$ cat config.mk
export PLATFORM = sky130hd
export DESIGN_NAME = cp0_ctrl_param_flat
export DESIGN_NICKNAME = d
export VERILOG_FILES = /design/src/rtl/cp0_pkg.sv /design/src/rtl/cp0_ctrl_param_if.sv /design/src/rtl/cp0_timer.sv /design/src/rtl/cp0_ctrl_param.sv /design/src/flat_wrapper.sv
export SDC_FILE = /design/constraint.sdc
export NUM_CORES = 1
export LEC_CHECK = 0
export ABC_AREA = 1
export ABC_CLOCK_PERIOD_IN_PS = 1750
export CAP_MARGIN = 20
export CORE_MARGIN = 2
export CORE_UTILIZATION = 25
export CTS_BUF_LIST = sky130_fd_sc_hd__clkbuf_4 sky130_fd_sc_hd__clkbuf_8 sky130_fd_sc_hd__clkbuf_16
export CTS_CLUSTER_DIAMETER = 30
export CTS_CLUSTER_SIZE = 12
export DETAILED_ROUTE_END_ITERATION = 8
export MAX_ROUTING_LAYER = met4
export PLACE_DENSITY = 0.54
export SYNTH_ARGS = -nofsm -noshare
export SYNTH_HDL_FRONTEND = slang
export SYNTH_SLANG_ARGS = --single-unit
$ cat constraint.sdc
create_clock -name clk -period 1.75 [get_ports clk]
set_input_delay 0.175 -clock clk [delete_from_list [all_inputs] [get_ports clk]]
set_output_delay 0.175 -clock clk [all_outputs]
set_load 0.05 [all_outputs]
$ cat src/rtl/cp0_pkg.sv
// Shared CP0 definitions: register numbers, exception codes, request bit
// indices and Status/Cause field positions used by the CP0 slice.
package cp0_pkg;

  localparam logic [4:0] CP0_BADVADDR = 5'd8;
  localparam logic [4:0] CP0_COUNT    = 5'd9;
  localparam logic [4:0] CP0_COMPARE  = 5'd11;
  localparam logic [4:0] CP0_STATUS   = 5'd12;
  localparam logic [4:0] CP0_CAUSE    = 5'd13;
  localparam logic [4:0] CP0_EPC      = 5'd14;
  localparam logic [4:0] CP0_PRID     = 5'd15;
  localparam logic [4:0] CP0_CONFIG   = 5'd16;

  typedef enum logic [4:0] {
    EXC_INT  = 5'd0,
    EXC_ADEL = 5'd4,
    EXC_ADES = 5'd5,
    EXC_SYS  = 5'd8,
    EXC_BP   = 5'd9,
    EXC_RI   = 5'd10,
    EXC_OV   = 5'd12,
    EXC_TR   = 5'd13
  } exc_code_e;

  localparam int REQ_ADEL = 0;
  localparam int REQ_ADES = 1;
  localparam int REQ_SYS  = 2;
  localparam int REQ_BP   = 3;
  localparam int REQ_RI   = 4;
  localparam int REQ_OV   = 5;
  localparam int REQ_TR   = 6;

  localparam int ST_IE     = 0;
  localparam int ST_EXL    = 1;
  localparam int ST_IM_LO  = 8;
  localparam int ST_IM_HI  = 15;

  localparam int CA_EXC_LO = 2;
  localparam int CA_EXC_HI = 6;
  localparam int CA_IP_LO  = 8;
  localparam int CA_IP_HI  = 15;
  localparam int CA_WP     = 22;
  localparam int CA_IV     = 23;
  localparam int CA_BD     = 31;

  localparam logic [31:0] STATUS_RESET = 32'h1000_0000;
  localparam logic [31:0] STATUS_WMASK = 32'hF000_FF03;
  localparam logic [31:0] CONFIG_VAL   = 32'h0000_8000;

  // Compare register number of timer k: timer 0 sits at 11, the rest at 22..24.
  function automatic logic [4:0] compare_addr(input int k);
    if (k == 0) return CP0_COMPARE;
    return 5'(21 + k);
  endfunction

endpackage

$ cat src/rtl/cp0_ctrl_param_if.sv
// Pipeline-side CP0 bus: MTC0/MFC0 access, MEM-stage exception inputs and
// the flush/redirect returned to the core.
interface cp0_ctrl_param_if;
  logic        we_i;
  logic [4:0]  waddr_i;
  logic [31:0] wdata_i;
  logic [4:0]  raddr_i;
  logic [31:0] rdata_o;
  logic [7:0]  exc_req_i;
  logic        eret_i;
  logic [31:0] exc_pc_i;
  logic        exc_in_ds_i;
  logic [31:0] exc_vaddr_i;
  logic        flush_o;
  logic [31:0] new_pc_o;

  modport master (
    output we_i, waddr_i, wdata_i, raddr_i,
    output exc_req_i, eret_i, exc_pc_i, exc_in_ds_i, exc_vaddr_i,
    input  rdata_o, flush_o, new_pc_o
  );

  modport slave (
    input  we_i, waddr_i, wdata_i, raddr_i,
    input  exc_req_i, eret_i, exc_pc_i, exc_in_ds_i, exc_vaddr_i,
    output rdata_o, flush_o, new_pc_o
  );
endinterface

$ cat src/rtl/cp0_timer.sv
// One CP0 compare timer: holds a Compare value and a sticky match flag.
module cp0_timer (
  input  logic        clk,
  input  logic        rst,
  input  logic        wr_en,
  input  logic [31:0] wdata,
  input  logic [31:0] count,
  output logic [31:0] compare,
  output logic        irq
);

  // Software write reloads Compare and acknowledges the flag; otherwise a match latches it.
  always_ff @(posedge clk) begin
    if (rst) begin
      compare <= '0;
      irq     <= 1'b0;
    end else if (wr_en) begin
      compare <= wdata;
      irq     <= 1'b0;
    end else if ((compare != 32'd0) && (count == compare)) begin
      irq <= 1'b1;
    end
  end

endmodule

$ cat src/rtl/cp0_ctrl_param.sv
// MIPS32 coprocessor 0 beside MEM/WB: Count, Status, Cause, EPC, compare
// timers, event prioritisation, ERET and the pipeline flush/redirect.
// Optional feature macro: CP0_BADVADDR_EN adds the read-only BadVAddr (reg 8).
module cp0_ctrl_param
  import cp0_pkg::*;
#(
  parameter int          NUM_HW_INT = 6,
  parameter int          NUM_TIMERS = 1,
  parameter logic [31:0] PRID_VAL   = 32'h0000_4220,
  parameter logic [31:0] EXC_VECTOR = 32'h0000_0020
) (
  input  logic                  clk,
  input  logic                  rst,
  input  logic [NUM_HW_INT-1:0] hw_int_i,
  cp0_ctrl_param_if.slave       bus,
  output logic [NUM_TIMERS-1:0] timer_int_o,
  output logic [31:0]           status_o,
  output logic [31:0]           cause_o,
  output logic [31:0]           epc_o
);

  logic [31:0] count_q;
  logic [31:0] status_q;
  logic [31:0] cause_q;
  logic [31:0] epc_q;
  logic        flush_q;
  logic [31:0] new_pc_q;
  logic [31:0] compare_val [NUM_TIMERS];
  logic [31:0] badvaddr_rd;

  logic [7:2]  ip_sample;
  logic        int_pending;
  logic        take;
  exc_code_e   exc_code;
  logic        exl;

  logic wr_count, wr_status, wr_cause, wr_epc;

  assign wr_count  = bus.we_i && (bus.waddr_i == CP0_COUNT);
  assign wr_status = bus.we_i && (bus.waddr_i == CP0_STATUS);
  assign wr_cause  = bus.we_i && (bus.waddr_i == CP0_CAUSE);
  assign wr_epc    = bus.we_i && (bus.waddr_i == CP0_EPC);
  assign exl       = status_q[ST_EXL];

  for (genvar k = 0; k < NUM_TIMERS; k++) begin : g_timer
    cp0_timer u_timer (
      .clk     (clk),
      .rst     (rst),
      .wr_en   (bus.we_i && (bus.waddr_i == compare_addr(k))),
      .wdata   (bus.wdata_i),
      .count   (count_q),
      .compare (compare_val[k]),
      .irq     (timer_int_o[k])
    );
  end

  // Map external lines and timer flags onto the hardware pending bits IP[7:2].
  always_comb begin
    ip_sample = '0;
    for (int j = 0; j < NUM_HW_INT; j++) ip_sample[2+j] = hw_int_i[j];
    for (int k = 0; k < NUM_TIMERS; k++) ip_sample[7-k] = ip_sample[7-k] | timer_int_o[k];
  end

  // A zero MEM PC marks a bubble, so interrupts wait for a real instruction to attach to.
  assign int_pending = status_q[ST_IE] && !exl && (bus.exc_pc_i != 32'd0) &&
                       (|(cause_q[CA_IP_HI:CA_IP_LO] & status_q[ST_IM_HI:ST_IM_LO]));

  // Fixed-priority selection of the single event taken this cycle.
  always_comb begin
    take     = 1'b1;
    exc_code = EXC_INT;
    if (int_pending)                   exc_code = EXC_INT;
    else if (bus.exc_req_i[REQ_ADEL])  exc_code = EXC_ADEL;
    else if (bus.exc_req_i[REQ_ADES])  exc_code = EXC_ADES;
    else if (bus.exc_req_i[REQ_SYS])   exc_code = EXC_SYS;
    else if (bus.exc_req_i[REQ_BP])    exc_code = EXC_BP;
    else if (bus.exc_req_i[REQ_RI])    exc_code = EXC_RI;
    else if (bus.exc_req_i[REQ_OV])    exc_code = EXC_OV;
    else if (bus.exc_req_i[REQ_TR])    exc_code = EXC_TR;
    else                               take     = 1'b0;
  end

  // Free-running Count; a software write replaces the increment.
  always_ff @(posedge clk) begin
    if (rst)           count_q <= '0;
    else if (wr_count) count_q <= bus.wdata_i;
    else               count_q <= count_q + 32'd1;
  end

  // Status: masked MTC0 first, then event/ERET EXL updates override it.
  always_ff @(posedge clk) begin
    if (rst) begin
      status_q <= STATUS_RESET;
    end else begin
      if (wr_status) status_q <= (status_q & ~STATUS_WMASK) | (bus.wdata_i & STATUS_WMASK);
      if (take)             status_q[ST_EXL] <= 1'b1;
      else if (bus.eret_i)  status_q[ST_EXL] <= 1'b0;
    end
  end

  // Cause: hardware IP resampled each cycle, software bits on MTC0, event fields last.
  always_ff @(posedge clk) begin
    if (rst) begin
      cause_q <= '0;
    end else begin
      cause_q[CA_IP_HI:CA_IP_LO+2] <= ip_sample;
      if (wr_cause) begin
        cause_q[CA_IV]                 <= bus.wdata_i[CA_IV];
        cause_q[CA_WP]                 <= bus.wdata_i[CA_WP];
        cause_q[CA_IP_LO+1:CA_IP_LO]   <= bus.wdata_i[CA_IP_LO+1:CA_IP_LO];
      end
      if (take) begin
        cause_q[CA_EXC_HI:CA_EXC_LO] <= exc_code;
        if (!exl) cause_q[CA_BD] <= bus.exc_in_ds_i;
      end
    end
  end

  // EPC: first-level events record the restart PC, backing up over a branch for delay slots.
  always_ff @(posedge clk) begin
    if (rst) begin
      epc_q <= '0;
    end else begin
      if (wr_epc) epc_q <= bus.wdata_i;
      if (take && !exl) epc_q <= bus.exc_in_ds_i ? (bus.exc_pc_i - 32'd4) : bus.exc_pc_i;
    end
  end

  // Redirect register: one-cycle flush toward the vector or back to EPC.
  always_ff @(posedge clk) begin
    if (rst) begin
      flush_q  <= 1'b0;
      new_pc_q <= '0;
    end else begin
      flush_q <= take || bus.eret_i;
      if (take)             new_pc_q <= EXC_VECTOR;
      else if (bus.eret_i)  new_pc_q <= epc_q;
    end
  end

`ifdef CP0_BADVADDR_EN
  logic [31:0] badvaddr_q;
  logic        unused_spare;
  assign unused_spare = bus.exc_req_i[7];

  // Capture the faulting address on any taken address error, nested or not.
  always_ff @(posedge clk) begin
    if (rst) badvaddr_q <= '0;
    else if (take && ((exc_code == EXC_ADEL) || (exc_code == EXC_ADES))) badvaddr_q <= bus.exc_vaddr_i;
  end
  assign badvaddr_rd = badvaddr_q;
`else
  logic unused_vaddr;
  assign unused_vaddr = (^bus.exc_vaddr_i) ^ bus.exc_req_i[7];
  assign badvaddr_rd  = '0;
`endif

  // Combinational MFC0 read mux; compare registers are matched per present timer.
  always_comb begin
    bus.rdata_o = '0;
    if (!rst) begin
      case (bus.raddr_i)
        CP0_BADVADDR: bus.rdata_o = badvaddr_rd;
        CP0_COUNT:    bus.rdata_o = count_q;
        CP0_STATUS:   bus.rdata_o = status_q;
        CP0_CAUSE:    bus.rdata_o = cause_q;
        CP0_EPC:      bus.rdata_o = epc_q;
        CP0_PRID:     bus.rdata_o = PRID_VAL;
        CP0_CONFIG:   bus.rdata_o = CONFIG_VAL;
        default:      bus.rdata_o = '0;
      endcase
      for (int k = 0; k < NUM_TIMERS; k++)
        if (bus.raddr_i == compare_addr(k)) bus.rdata_o = compare_val[k];
    end
  end

  assign bus.flush_o  = flush_q;
  assign bus.new_pc_o = new_pc_q;
  assign status_o     = status_q;
  assign cause_o      = cause_q;
  assign epc_o        = epc_q;

endmodule

$ cat src/flat_wrapper.sv
// flat-port wrapper written by rule: the top's interface ports become plain ports
module cp0_ctrl_param_flat import cp0_pkg::*;
#(
  parameter int          NUM_HW_INT = 6,
  parameter int          NUM_TIMERS = 1,
  parameter logic [31:0] PRID_VAL   = 32'h0000_4220,
  parameter logic [31:0] EXC_VECTOR = 32'h0000_0020
)
  (clk, rst, hw_int_i, timer_int_o, status_o, cause_o, epc_o, bus_we_i, bus_waddr_i, bus_wdata_i, bus_raddr_i, bus_exc_req_i, bus_eret_i, bus_exc_pc_i, bus_exc_in_ds_i, bus_exc_vaddr_i, bus_rdata_o, bus_flush_o, bus_new_pc_o);
  cp0_ctrl_param_if bus_i ();
  input  logic clk;
  input  logic rst;
  input  logic [NUM_HW_INT-1:0] hw_int_i;
  output logic [NUM_TIMERS-1:0] timer_int_o;
  output logic [31:0] status_o;
  output logic [31:0] cause_o;
  output logic [31:0] epc_o;
  input wire logic [$bits(bus_i.we_i)-1:0] bus_we_i;
  input wire logic [$bits(bus_i.waddr_i)-1:0] bus_waddr_i;
  input wire logic [$bits(bus_i.wdata_i)-1:0] bus_wdata_i;
  input wire logic [$bits(bus_i.raddr_i)-1:0] bus_raddr_i;
  input wire logic [$bits(bus_i.exc_req_i)-1:0] bus_exc_req_i;
  input wire logic [$bits(bus_i.eret_i)-1:0] bus_eret_i;
  input wire logic [$bits(bus_i.exc_pc_i)-1:0] bus_exc_pc_i;
  input wire logic [$bits(bus_i.exc_in_ds_i)-1:0] bus_exc_in_ds_i;
  input wire logic [$bits(bus_i.exc_vaddr_i)-1:0] bus_exc_vaddr_i;
  output wire logic [$bits(bus_i.rdata_o)-1:0] bus_rdata_o;
  output wire logic [$bits(bus_i.flush_o)-1:0] bus_flush_o;
  output wire logic [$bits(bus_i.new_pc_o)-1:0] bus_new_pc_o;
  assign bus_i.we_i = bus_we_i;
  assign bus_i.waddr_i = bus_waddr_i;
  assign bus_i.wdata_i = bus_wdata_i;
  assign bus_i.raddr_i = bus_raddr_i;
  assign bus_i.exc_req_i = bus_exc_req_i;
  assign bus_i.eret_i = bus_eret_i;
  assign bus_i.exc_pc_i = bus_exc_pc_i;
  assign bus_i.exc_in_ds_i = bus_exc_in_ds_i;
  assign bus_i.exc_vaddr_i = bus_exc_vaddr_i;
  assign bus_rdata_o = bus_i.rdata_o;
  assign bus_flush_o = bus_i.flush_o;
  assign bus_new_pc_o = bus_i.new_pc_o;
  cp0_ctrl_param #(.NUM_HW_INT(NUM_HW_INT), .NUM_TIMERS(NUM_TIMERS), .PRID_VAL(PRID_VAL), .EXC_VECTOR(EXC_VECTOR)) u_core (.clk(clk), .rst(rst), .hw_int_i(hw_int_i), .bus(bus_i), .timer_int_o(timer_int_o), .status_o(status_o), .cause_o(cause_o), .epc_o(epc_o));
endmodule
After elaboration in Yosys (flattened, before gate mapping)
Cells that the tools add are included.

storage, ports and cells
  register bits = 178
  bits of input ports = 125
  output and inout bits = 162

operators by class
  $add $sub $neg = 2
  eq/ne operators = 13
  multiplexer cells = 31
  bitwise logic cells = 4
  reduce and logical (&&, ||, !) cells = 21

operators by type and width
  cell                                                 count
  2-to-1 mux 32 bit                                    6
  case mux 32 bit (6 select lines)                     1
  nonzero test 32 bit                                  2
  equality test 5 x 4 -> 1 bit, second input constant  10
  2-to-1 mux 5 bit                                     9
  adder 32 x 1 -> 32 bit, second input constant        1
  equality test 32 bit                                 1
  bitwise OR 28 x 32 -> 32 bit                         1
  subtractor 32 x 3 -> 32 bit, second input constant   1
  2-to-1 mux 6 bit                                     2
  2-to-1 mux 1 bit                                     11
  logical AND 1 bit                                    10
  bitwise AND 8 bit                                    1
  OR reduction 8 bit                                   1
  equality test 5 bit                                  1
  equality test 5 bit, second input constant           1
  2-to-1 mux 4 bit                                     1
  nonzero test 2 bit                                   2
  OR reduction 2 bit                                   2
  nonzero test 3 bit                                   1
  2-to-1 mux 2 bit                                     1
  AND reduction 2 bit                                  1
  zero test 1 bit                                      1
  logical OR 1 bit                                     1
  2 further kinds                                      2

Logic depth before layout (Yosys ltp)
  depth in word-level cells = 10
  mapped depth = 15
  gate-level depth less buffers = 15

Cells and area by module
From an unflattened synthesis, not the netlist that was laid out.

unflattened totals
  cell total of the unflattened synthesis = 1590
  area total of the unflattened synthesis = 9863.2 um^2

by module, submodules not included
  module          times used  cells each  area an instance (um^2)  sequential area each (um^2)
  cp0_ctrl_param  1           1316        8099.0                   2522.4
  cp0_timer       1           274         1764.2                   660.6

Least setup slack after synthesis
OpenSTA, ideal clock, no wires.

  path kind = input to output
  from = input port bus_raddr_i[4]
  to = output port bus_rdata_o[2]
  data arrival time = 1.850 ns
  required time = 1.575 ns
  path slack = -0.275 ns
  stages = 6
  path buffers = 1
  path through = nor3_1 > nand2_1 > inv_1 > buf_2 > nand2_1 > a41oi_1

between the ends
  longest elaborated chain between the ends = 4
  elaborated cells on any way between the ends = 10
  those cells by class = eq/ne: 7; mux: 3

RTL lines
  what                                                                        RTL line               text
  start, declared                                                             flat_wrapper.sv:21     input wire logic [$bits(bus_i.raddr_i)-1:0] bus_raddr_i;
  equality test 5 bit / equality test 5 x 4 -> 1 bit (equally long branches)  cp0_ctrl_param.sv:162  case (bus.raddr_i)
  case mux 32 bit (6 select lines)                                            cp0_ctrl_param.sv:162
  2-to-1 mux 32 bit (*)                                                       cp0_ctrl_param.sv:173  if (bus.raddr_i == compare_addr(k)) bus.rdata_o = compare_val[k];
  2-to-1 mux 32 bit (*)                                                       cp0_ctrl_param.sv:161  if (!rst) begin
  end, declared                                                               flat_wrapper.sv:27     output wire logic [$bits(bus_i.rdata_o)-1:0] bus_rdata_o;

Mark *: on every way between the ends. The rest lies on a longest branch, timed or not.

Final worst setup path
  from = register u_core.count_q[19]
  to = output port bus_rdata_o[19]

between the ends
  longest elaborated chain between the ends = 3

RTL lines
  what                              RTL line               text
  start, declared                   cp0_ctrl_param.sv:22   logic [31:0] count_q;
  start signal, assigned            cp0_ctrl_param.sv:86   else if (wr_count) count_q <= bus.wdata_i;
  start signal, assigned            cp0_ctrl_param.sv:87   else count_q <= count_q + 32'd1;
  case mux 32 bit (6 select lines)  cp0_ctrl_param.sv:162
  2-to-1 mux 32 bit                 cp0_ctrl_param.sv:173
  2-to-1 mux 32 bit                 cp0_ctrl_param.sv:161

No other way between the ends.

==> results.json <==
{
  "status": "finished clean",
  "cts.path.max_buffers": 2,
  "via_per_inst": 4.59,
  "die_area_um2": 40300,
  "timing.rr.start": "u_core.count_q[6]",
  "drv_cap": 0,
  "grt_pass1_vias": 10600,
  "die_w_um": 201,
  "syn_area_per_cell_um2": 6.44,
  "place_congestion": 0.907,
  "min_to": "u_core.count_q[1]",
  "endpoint_kind": "primary output",
  "maxSlewViolCount": 0,
  "vdd_ir_drop_max_v": 0.000765,
  "fin_ws_ps": 48.2,
  "whs_path_depth": 3,
  "grt.overflow.total": 0,
  "place_inst": 2382,
  "reg2reg_depth": 9,
  "insertion_delay_ps": 460,
  "drt_iter0_markers": 819,
  "rows": 72,
  "dp_hpwl_um": 35400,
  "area_delta_synth_final_pct": 55.0,
  "fp.dieH_um": 201,
  "pre_cts_ws_ps": -637,
  "dpl_cell_area_um2": 14000,
  "drc": 0,
  "via_count": 11100,
  "synth_warnings": 0,
  "holdWs_ps": 186,
  "antenna_found_initial": 1,
  "setup_viol": 0,
  "hold_start": "rst",
  "crit_required_ps": 1570,
  "rsz0062_at_grt": "true",
  "crit_type": "reg2out",
  "async_flop_share": 0,
  "final_common_cell": "nand2_1",
  "ys_types": 50,
  "synth_top_area_share": 0.329,
  "fin_nets": 2017,
  "leakage_nw": 6.83,
  "min_path_type": "in2reg",
  "stdcell_count": 2422,
  "design_area_um2": 15000,
  "drive_gt1_frac": 0.310,
  "grt_use_total": 0.220,
  "synthTopCellsByArea": "dfxtp_1 33%, nand2_1 15%, nor2_1 7.9%",
  "grt_pass1_wl_um": 65300,
  "synth_edf_count": 0,
  "tns_ps": 0,
  "drtPass1Iterations": 5,
  "r2r_end": "u_core.count_q[22]",
  "synth_ff_type": "dfxtp_1",
  "fin_crit_sh": 0.972,
  "slew_headroom": 0.659,
  "yosys.area.top_type": "dfxtp_1",
  "hold_viol_final": 0,
  "fmax_mhz": 588,
  "rrSetupSlack_ps": 80,
  "finalWirelength_um": 43500,
  "ioPinCount": 287,
  "initial_core_util": 0.252,
  "numCtsBuffers": 17,
  "routedWlPerCell_um": 18.0,
  "synth_area_um2": 9680,
  "root_buffer": "clkbuf_16",
  "power_density_nw_per_um2": 631,
  "synth_cells": 1503,
  "core_area_um2": 38500,
  "critPathArrivalTime_ps": 1530,
  "critPathLaunchType": "flip-flop",
  "tightest_slew_ps": 509,
  "clk_pin_slew_ps": 70,
  "cts_tree": "yes",
  "htreeDepth": 4,
  "worstPathMaxFanout": 5,
  "ant_nets": 0,
  "cts_sinks": 159,
  "period_needed_ps": 1700,
  "portBuffers": 218,
  "ys_seq_elements": 159,
  "yosysSeqAreaShare": 0.329,
  "grt_max_degree": 38,
  "finalClockSkew_ps": 13.1,
  "layout_common_cells": "380 x nand2_1, 292 x buf_4, 186 x nor2_1"
}
-- Yosys cell counts (5+ instances only) --
cell type,count
a21oi_2,12
o21ai_1,15
clkbuf_1,50
nor2_2,5
o221ai_1,8
o211ai_1,12
a21oi_1,76
nor4_1,9
buf_4,36
o21bai_1,10
a221oi_1,9
nand3_2,8
inv_1,151
dfxtp_1,159
buf_2,12
or2_2,7
xor2_1,36
nor3_1,19
xnor2_1,21
nand2_1,391
nand3_1,69
inv_2,15
nor2_1,204
nand4_1,15
a31oi_1,6
o21ai_0,103
nand2_4,5
nor2_4,5
-- metal layers --
layer	GRT usage	share of wire	vias up
met5	-	0	-
met4	0.0778	0.022	0
met3	0.0289	0.056	53
met2	0.347	0.47	364
met1	0.289	0.46	5181
li1	-	-	5531
-- through the flow --
step,power [W],utilization
2_1_floorplan,0.00492,-
3_3_place_gp,0.00581,0.364
3_5_place_dp,0.00581,0.364
4_1_cts,0.00953,0.384
5_1_grt,0.00983,0.390
6_report,0.00948,0.390
-- worst max path at each step --
stage,from,endpoint,slack [ps],cells after the start
after global routing,u_core.count_q[0],u_core.count_q[22],-50,10
after CTS,u_core.count_q[28],bus_rdata_o[28],2,5
after global placement,bus_raddr_i[0],bus_rdata_o[11],-630,11
after floorplan,u_core.status_o[0],u_core.epc_o[10],30,8
final,u_core.count_q[19],bus_rdata_o[19],50,5
after detailed placement,bus_raddr_i[0],bus_rdata_o[11],-640,11
-- cells by family (layout without fill, tap and decap cells) --
group,count (synthesis),in the layout,share of synthesized area
AND/OR/NAND/NOR,747,747,0.330
buffers and inverters,270,635,0.125
AO/OA/AOI/OAI,266,266,0.160
flip-flops,159,159,0.329
XOR/XNOR,57,57,0.0516
adder cells (fa/ha/maj),3,3,0.00388
other,1,37,0.000387
-- final cells by class --
cell class	instances	area [um2]
Fill cell	4063	23500
Multi-Input combinational cell	1108	5820
Timing Repair Buffer	435	4070
Sequential cell	159	3270
Tap cell	518	648
Inverter	168	642
Clock buffer	18	439
Clock inverter	14	123
Antenna cell	2	5.00
-- worst max-delay path, cell delays in order (launching register included) --
cell and delay (ps):
dfxtp_2 400, inv_1 120, o211ai_1 240, nand2_1 80
inv_1 100, buf_12 140
-- registers in the layout, indices dropped and copies added, names as in the netlist --
name / cells
u_core.status_o: 14
u_core.bus.new_pc_o: 32
u_core.g_timer.u_timer.compare: 32
u_core.count_q: 32
u_core.g_timer.u_timer.irq: 1
u_core.epc_o: 32
u_core.bus.flush_o: 1
u_core.cause_o: 15
-- what timing repair did --
action / CTS / global route
setup endpoints to repair: 38 / 51
resized for setup: 91 / 84
buffers inserted: 6 / 2
hold buffers: 0 / 0
hold endpoints to repair: 0 / 0
pin swaps: 27 / 29
cloned: 0 / 0
-- where the power goes --
part / leakage [nW] / internal, W / total [W] / switching, W
Combinational: 5.23 / 0.000708 / 0.00190 / 0.00119
Clock: 0.276 / 0.00190 / 0.00370 / 0.00180
Sequential: 1.32 / 0.00372 / 0.00388 / 0.000156
Power figures use the tool's default switching activity.
